==> config.mk <==
export PLATFORM = sky130hd
export DESIGN_NAME = fetch_next_pc
export DESIGN_NICKNAME = d
export VERILOG_FILES = /design/src/rtl/fetch_next_pc_pkg.sv /design/src/rtl/fetch_next_pc_bht_bimodal.sv /design/src/rtl/fetch_next_pc.sv
export SDC_FILE = /design/constraint.sdc
export NUM_CORES = 1
export LEC_CHECK = 0
export ABC_AREA = 1
export CORE_MARGIN = 8
export CORE_UTILIZATION = 49
export CTS_CLUSTER_SIZE = 40
export DETAILED_ROUTE_END_ITERATION = 6
export GPL_TIMING_DRIVEN = 0
export PLACE_DENSITY = 0.78
export SYNTH_ARGS = -nofsm -noshare
export SYNTH_HDL_FRONTEND = slang
export SYNTH_SLANG_ARGS = --single-unit
==> constraint.sdc <==
create_clock -name clk -period 2.2 [get_ports clk]
set_input_delay 0.33 -clock clk [delete_from_list [all_inputs] [get_ports clk]]
set_output_delay 0.33 -clock clk [all_outputs]
set_load 0.01 [all_outputs]
==> src/rtl/fetch_next_pc_pkg.sv <==
// fetch_next_pc_pkg: shared ISA constants and immediate decoders for the fetch stage
package fetch_next_pc_pkg;

    localparam int XLEN = 32;

    localparam logic [6:0] OP_J_JAL  = 7'b1101111;
    localparam logic [6:0] OP_J_JALR = 7'b1100111;
    localparam logic [6:0] OP_BRANCH = 7'b1100011;

    function automatic logic [XLEN-1:0] imm_j(input logic [31:0] i);
        return {{(XLEN-20){i[31]}}, i[19:12], i[20], i[30:21], 1'b0};
    endfunction

    function automatic logic [XLEN-1:0] imm_b(input logic [31:0] i);
        return {{(XLEN-12){i[31]}}, i[7], i[30:25], i[11:8], 1'b0};
    endfunction

    // x1 and x5 are the conventional link registers
    function automatic logic is_link(input logic [4:0] r);
        return r == 5'd1 || r == 5'd5;
    endfunction

endpackage

==> src/rtl/fetch_next_pc_bht_bimodal.sv <==
// bht_bimodal: array of 2-bit saturating direction counters with one read and one update port
module bht_bimodal #(
    parameter int ENTRIES = 64,
    localparam int IW = $clog2(ENTRIES)
) (
    input  logic          clk,
    input  logic          reset_n,
    input  logic [IW-1:0] rd_idx,
    output logic [1:0]    rd_ctr,
    input  logic          upd_valid,
    input  logic [IW-1:0] upd_idx,
    input  logic          upd_taken
);

    logic [1:0] ctr [ENTRIES];

    assign rd_ctr = ctr[rd_idx];

    // weakly-not-taken at reset; saturating train on resolved branches
    always_ff @(posedge clk or negedge reset_n) begin
        if (!reset_n) begin
            for (int i = 0; i < ENTRIES; i++) ctr[i] <= 2'b01;
        end else if (upd_valid) begin
            ctr[upd_idx] <= upd_taken ? ((ctr[upd_idx] == 2'b11) ? 2'b11 : ctr[upd_idx] + 2'd1)
                                      : ((ctr[upd_idx] == 2'b00) ? 2'b00 : ctr[upd_idx] - 2'd1);
        end
    end

endmodule

==> src/rtl/fetch_next_pc.sv <==
// fetch_next_pc: PC register, instruction predecode and next-PC prediction for the fetch stage
module fetch_next_pc
    import fetch_next_pc_pkg::*;
#(
    parameter int              BHT_ENTRIES = 64,
    parameter logic [XLEN-1:0] RESET_PC    = '0
) (
    input  logic            clk,
    input  logic            reset_n,
    input  logic            stall,
    input  logic            redirect_valid,
    input  logic [XLEN-1:0] redirect_pc,
    input  logic            bht_upd_valid,
    input  logic [XLEN-1:0] bht_upd_pc,
    input  logic            bht_upd_taken,
    output logic [XLEN-1:0] imem_addr,
    input  logic [31:0]     imem_rdata,
    output logic            if_valid,
    output logic [XLEN-1:0] if_pc,
    output logic [31:0]     if_instr,
    output logic            if_pred_taken,
    output logic [XLEN-1:0] if_pred_target,
    output logic            ras_push_en,
    output logic            ras_pop_en,
    output logic [XLEN-1:0] ras_return_addr,
    output logic [6:0]      ras_opcode,
    output logic [4:0]      ras_rd,
    output logic [4:0]      ras_rs1,
    output logic            ras_flush,
    input  logic [XLEN-1:0] ras_top_addr,
    input  logic            ras_valid
);

    localparam int BI = $clog2(BHT_ENTRIES);

    typedef enum logic [1:0] {BOOT, RUN, BUBBLE} state_t;

    state_t          state_q, state_d;
    logic [XLEN-1:0] pc_q, pc_plus4, pred_target;
    logic            pred_taken, fire, is_jal, is_jalr, is_br;
    logic [1:0]      bht_ctr;
    logic            unused_upd;

    assign pc_plus4        = pc_q + XLEN'(4);
    assign is_jal          = imem_rdata[6:0] == OP_J_JAL;
    assign is_jalr         = imem_rdata[6:0] == OP_J_JALR;
    assign is_br           = imem_rdata[6:0] == OP_BRANCH;
    assign fire            = state_q == RUN && !stall && !redirect_valid;
    assign imem_addr       = pc_q;
    assign ras_push_en     = fire && (is_jal || is_jalr);
    assign ras_pop_en      = fire && (is_jal || is_jalr);
    assign ras_return_addr = pc_plus4;
    assign ras_opcode      = imem_rdata[6:0];
    assign ras_rd          = imem_rdata[11:7];
    assign ras_rs1         = imem_rdata[19:15];
    assign ras_flush       = redirect_valid;
    assign unused_upd      = ^{bht_upd_pc[XLEN-1:BI+2], bht_upd_pc[1:0]};

    bht_bimodal #(.ENTRIES(BHT_ENTRIES)) u_bht (
        .clk       (clk),
        .reset_n   (reset_n),
        .rd_idx    (pc_q[BI+1:2]),
        .rd_ctr    (bht_ctr),
        .upd_valid (bht_upd_valid),
        .upd_idx   (bht_upd_pc[BI+1:2]),
        .upd_taken (bht_upd_taken)
    );

    // BOOT and BUBBLE each cost one fetch slot; a redirect always lands in BUBBLE
    always_comb begin
        state_d = state_q;
        if (redirect_valid) state_d = BUBBLE;
        else if (state_q != RUN) state_d = RUN;
    end

    // predict the next PC from the instruction currently returned by imem
    always_comb begin
        pred_taken  = 1'b0;
        pred_target = pc_plus4;
        if (is_jal) begin
            pred_taken  = 1'b1;
            pred_target = pc_q + imm_j(imem_rdata);
        end else if (is_br && bht_ctr[1]) begin
            pred_taken  = 1'b1;
            pred_target = pc_q + imm_b(imem_rdata);
        end else if (is_jalr && is_link(ras_rs1) && !is_link(ras_rd) && ras_valid) begin
            pred_taken  = 1'b1;
            pred_target = ras_top_addr;
        end
    end

    // state register
    always_ff @(posedge clk or negedge reset_n) begin
        if (!reset_n) state_q <= BOOT;
        else state_q <= state_d;
    end

    // PC and fetch-to-decode register; redirect beats stall, stall freezes everything else
    always_ff @(posedge clk or negedge reset_n) begin
        if (!reset_n) begin
            pc_q           <= RESET_PC;
            if_valid       <= 1'b0;
            if_pc          <= '0;
            if_instr       <= '0;
            if_pred_taken  <= 1'b0;
            if_pred_target <= '0;
        end else if (redirect_valid) begin
            pc_q     <= redirect_pc & ~XLEN'(3);
            if_valid <= 1'b0;
        end else if (state_q != RUN) begin
            if_valid <= 1'b0;
        end else if (!stall) begin
            pc_q           <= pred_target;
            if_valid       <= 1'b1;
            if_pc          <= pc_q;
            if_instr       <= imem_rdata;
            if_pred_taken  <= pred_taken;
            if_pred_target <= pred_target;
        end
    end

endmodule

==> run metrics <==
Final Total Pwr 18990 uW; Synth area leaders dfrtp_1 (27%), nand2_1 (24%), dfstp_2 (9.3%), inv_1 (7.0%), nand3_1 (6.5%); DRT antenna net count 0; gr ovfl total 0; syn avg cell area 6.452 um2; GP Congestion 1.075; CTS tree done; fraction of the yosys area taken by sequential cells 0.3651; syn nets 2977; Synth Warn # 0; EDFF count, synth 0; Post-Syn Area 0.01804 mm2; # placed instances 3552; Die Area 0.04321 mm2; critical path endpoint category primary output; Core Footprint 0.03643 mm2; share of total power in the clock network 0.285; clock root cell clkbuf_16; RSZ-0062 raised after global routing yes; Pint 11750 uW; Hold Vio Cnt, Final 0; initial antenna violation count 4; vias in the first global route 21300; Chip Width 207.9 um; worst slew pin tran 1.280 ns; Final min period 2.959 ns; Psw 7245 uW; DRT Pass-1 Iters 7; Cells after Synth 2796; Die H 207.9 um; Period Utilization, post-route 1.345; Layout Nets 3454; first-pass GRT wire length 135800 um; total of max-cap violations 0; largest net degree at the start of global routing 124; pwr dens 697.1 mW/mm2; Worst EP required 1.87 ns; H-tree depth 1; peak supply drop 656.8 uV; total track usage 0.4151; TritonCTS Buffers 29; wire per inst 25.78 um; async set or reset register ratio after synthesis 1.000; Sinks on Clock Net 260; layout cell share with drive strength beyond 1 0.2737; final std cells w/o fill 3765; worst-path maximum fanout 3; area growth from synthesis to layout 51.04%; sw frac 0.3814; crit path launch type flip-flop; # rows 70; status finished with violations; Reg power frac 0.320; drt drc 35; Fin Setup TNS -46.43 ns; number of synthesized register bits 260; clock slew at reported path FFs 0.07 ns; port bufs 285; Slew Limit Fails 0; Post-synth top flop dfrtp_1; relative slew slack 0.1469; Final Skew 0.01536 ns; top-area cell type share of the netlist area 0.2719; Comb pwr share 0.395; Finish-stage setup viols 103; area leader, netlist dfrtp_1; failing checks design-rule violations, negative setup slack; DRT iter0 DRCs 3256; DP HPWL 68920 um; Critical Path AT 2.63 ns; HP Class in -> async; via count 22800; Final WS setup -0.7594 ns; I/O pin total 317; Min Hold Slack 0.1429 ns; Netlist cell types 43; Skew-Pair Late Insertion Delay 0.61 ns; Starting Density 0.4951; Pleak 0.01319 uW; Routed WL 97080 um; drt via density 6.055; clk buf depth 3; Peak Freq 337.9 MHz; WS Path Type reg -> out
## per-layer routing
metal	share of wire	routed length [um]	global-route usage
met2	0.40	39030	0.5879
met1	0.37	36260	0.5413
met4	0.060	5864	0.1865
met5	0.00080	78	0.008037
met3	0.16	15840	0.1793
## worst max-delay path, stage by stage, from the launching register on
cell and delay [ns]:
dfrtp_2 0.47, buf_6 0.15, clkinvlp_4 0.13, nor2_4 0.22
buf_6 0.14, nand2_4 0.06, nor2_4 0.16, nand4_1 0.24
xor2_2 0.26, buf_2 0.18
## power by group through the flow
stage	combinational, uW	clock, uW	sequential (uW)
global placement	5270	0	6180
finish	7500	5410	6080
CTS	6560	5360	6030
global route	7810	5560	6120
floorplan	2560	0	6160
detailed placement	5350	0	6180
## cell usage in the layout, fill, tap and decap left out, types with 64 or more instances in the layout
| cell | instances |
|---|---|
| inv_1 | 324 |
| buf_6 | 76 |
| nand2_2 | 140 |
| dfstp_2 | 64 |
| nand2_1 | 991 |
| nand3_1 | 151 |
| nor2_1 | 159 |
| clkdlybuf4s50_1 | 244 |
| dfrtp_1 | 169 |
| o21ai_0 | 103 |
| buf_4 | 131 |
## state kept, by name, summed over array words and instances, names as in the netlist
register,flops
if_pc,32
state_q,2
if_pred_taken,1
if_pred_target,32
u_bht.ctr,128
if_instr,32
imem_addr,32
if_valid,1
## what timing repair did
item / in CTS / in global routing
setup endpoints to repair: 287 / 236
endpoints found under the hold margin: 154 / 0
pin swaps: 99 / 158
gates cloned: 3 / 4
hold buffers: 1 / 0
resized for setup: 624 / 354
buffers inserted: 116 / 44
## cell type report
cell class / instances / area [um2]
Sequential cell: 260 / 6625
Fill cell: 2739 / 9190
Antenna cell: 1 / 2.502
Inverter: 352 / 1385
Buffer: 110 / 898.4
Tap cell: 468 / 585.6
Clock inverter: 19 / 267.8
Clock buffer: 35 / 768.2
Multi-Input combinational cell: 2071 / 12190
Timing Repair Buffer: 449 / 4523
## per-stage QoR
stage / utilization / worst slack [ns] / area [um2]
3_3_place_gp: 0.5909 / -11.09 / 21530
5_1_grt: 0.7477 / -0.7122 / 27240
4_1_cts: 0.7024 / -0.6033 / 25590
2_1_floorplan: - / -0.02734 / 18090
3_5_place_dp: 0.5928 / -2.189 / 21600
6_report: 0.7478 / -0.7594 / 27240
## Yosys cell counts (9+ instances only)
master and n:
o21ai_1 10, xnor2_1 10, a22oi_1 9, o22ai_1 9, nor3_1 57, nand3_1 235
nand2_1 1173, mux2i_1 10, clkbuf_1 47, buf_2 25, o21ai_0 120, buf_4 34
inv_1 338, nand3b_1 13, dfrtp_1 196, dfstp_2 64, nor2_1 197, ha_1 44
a21oi_1 56, xor2_1 44, nand4_1 27, inv_2 12
## logic make-up (layout without fill, tap and decap cells)
group | count (synthesis) | count (layout) | share of synthesized area
AOI/OAI and AO/OA | 239 | 239 | 0.07332
adders and majority gates | 46 | 46 | 0.03274
other | 0 | 1 | 0
xor gates and xnor gates | 54 | 54 | 0.02622
buffers and inverters | 466 | 965 | 0.1087
muxes | 10 | 10 | 0.005549
DFF | 260 | 260 | 0.3651
and+or+nand+nor | 1721 | 1722 | 0.3884
## final timing paths
| path | startpoint | end | slack [ns] | cells after the start |
|---|---|---|---|---|
| min | reset_n | if_pc[22] | 0.14 | 2 |
| min reg2reg | if_pc[20] | if_pc[20] | 0.47 | 2 |
| min in group clk | redirect_valid | state_q[0] | 0.23 | 2 |
| max reg2reg | imem_addr[2] | imem_addr[26] | -0.59 | 18 |
| max | imem_addr[4] | ras_return_addr[27] | -0.76 | 9 |
| max in group asynchronous | reset_n | imem_addr[6] | 1.12 | 3 |
No activity file was read; power rests on OpenSTA's default activity.
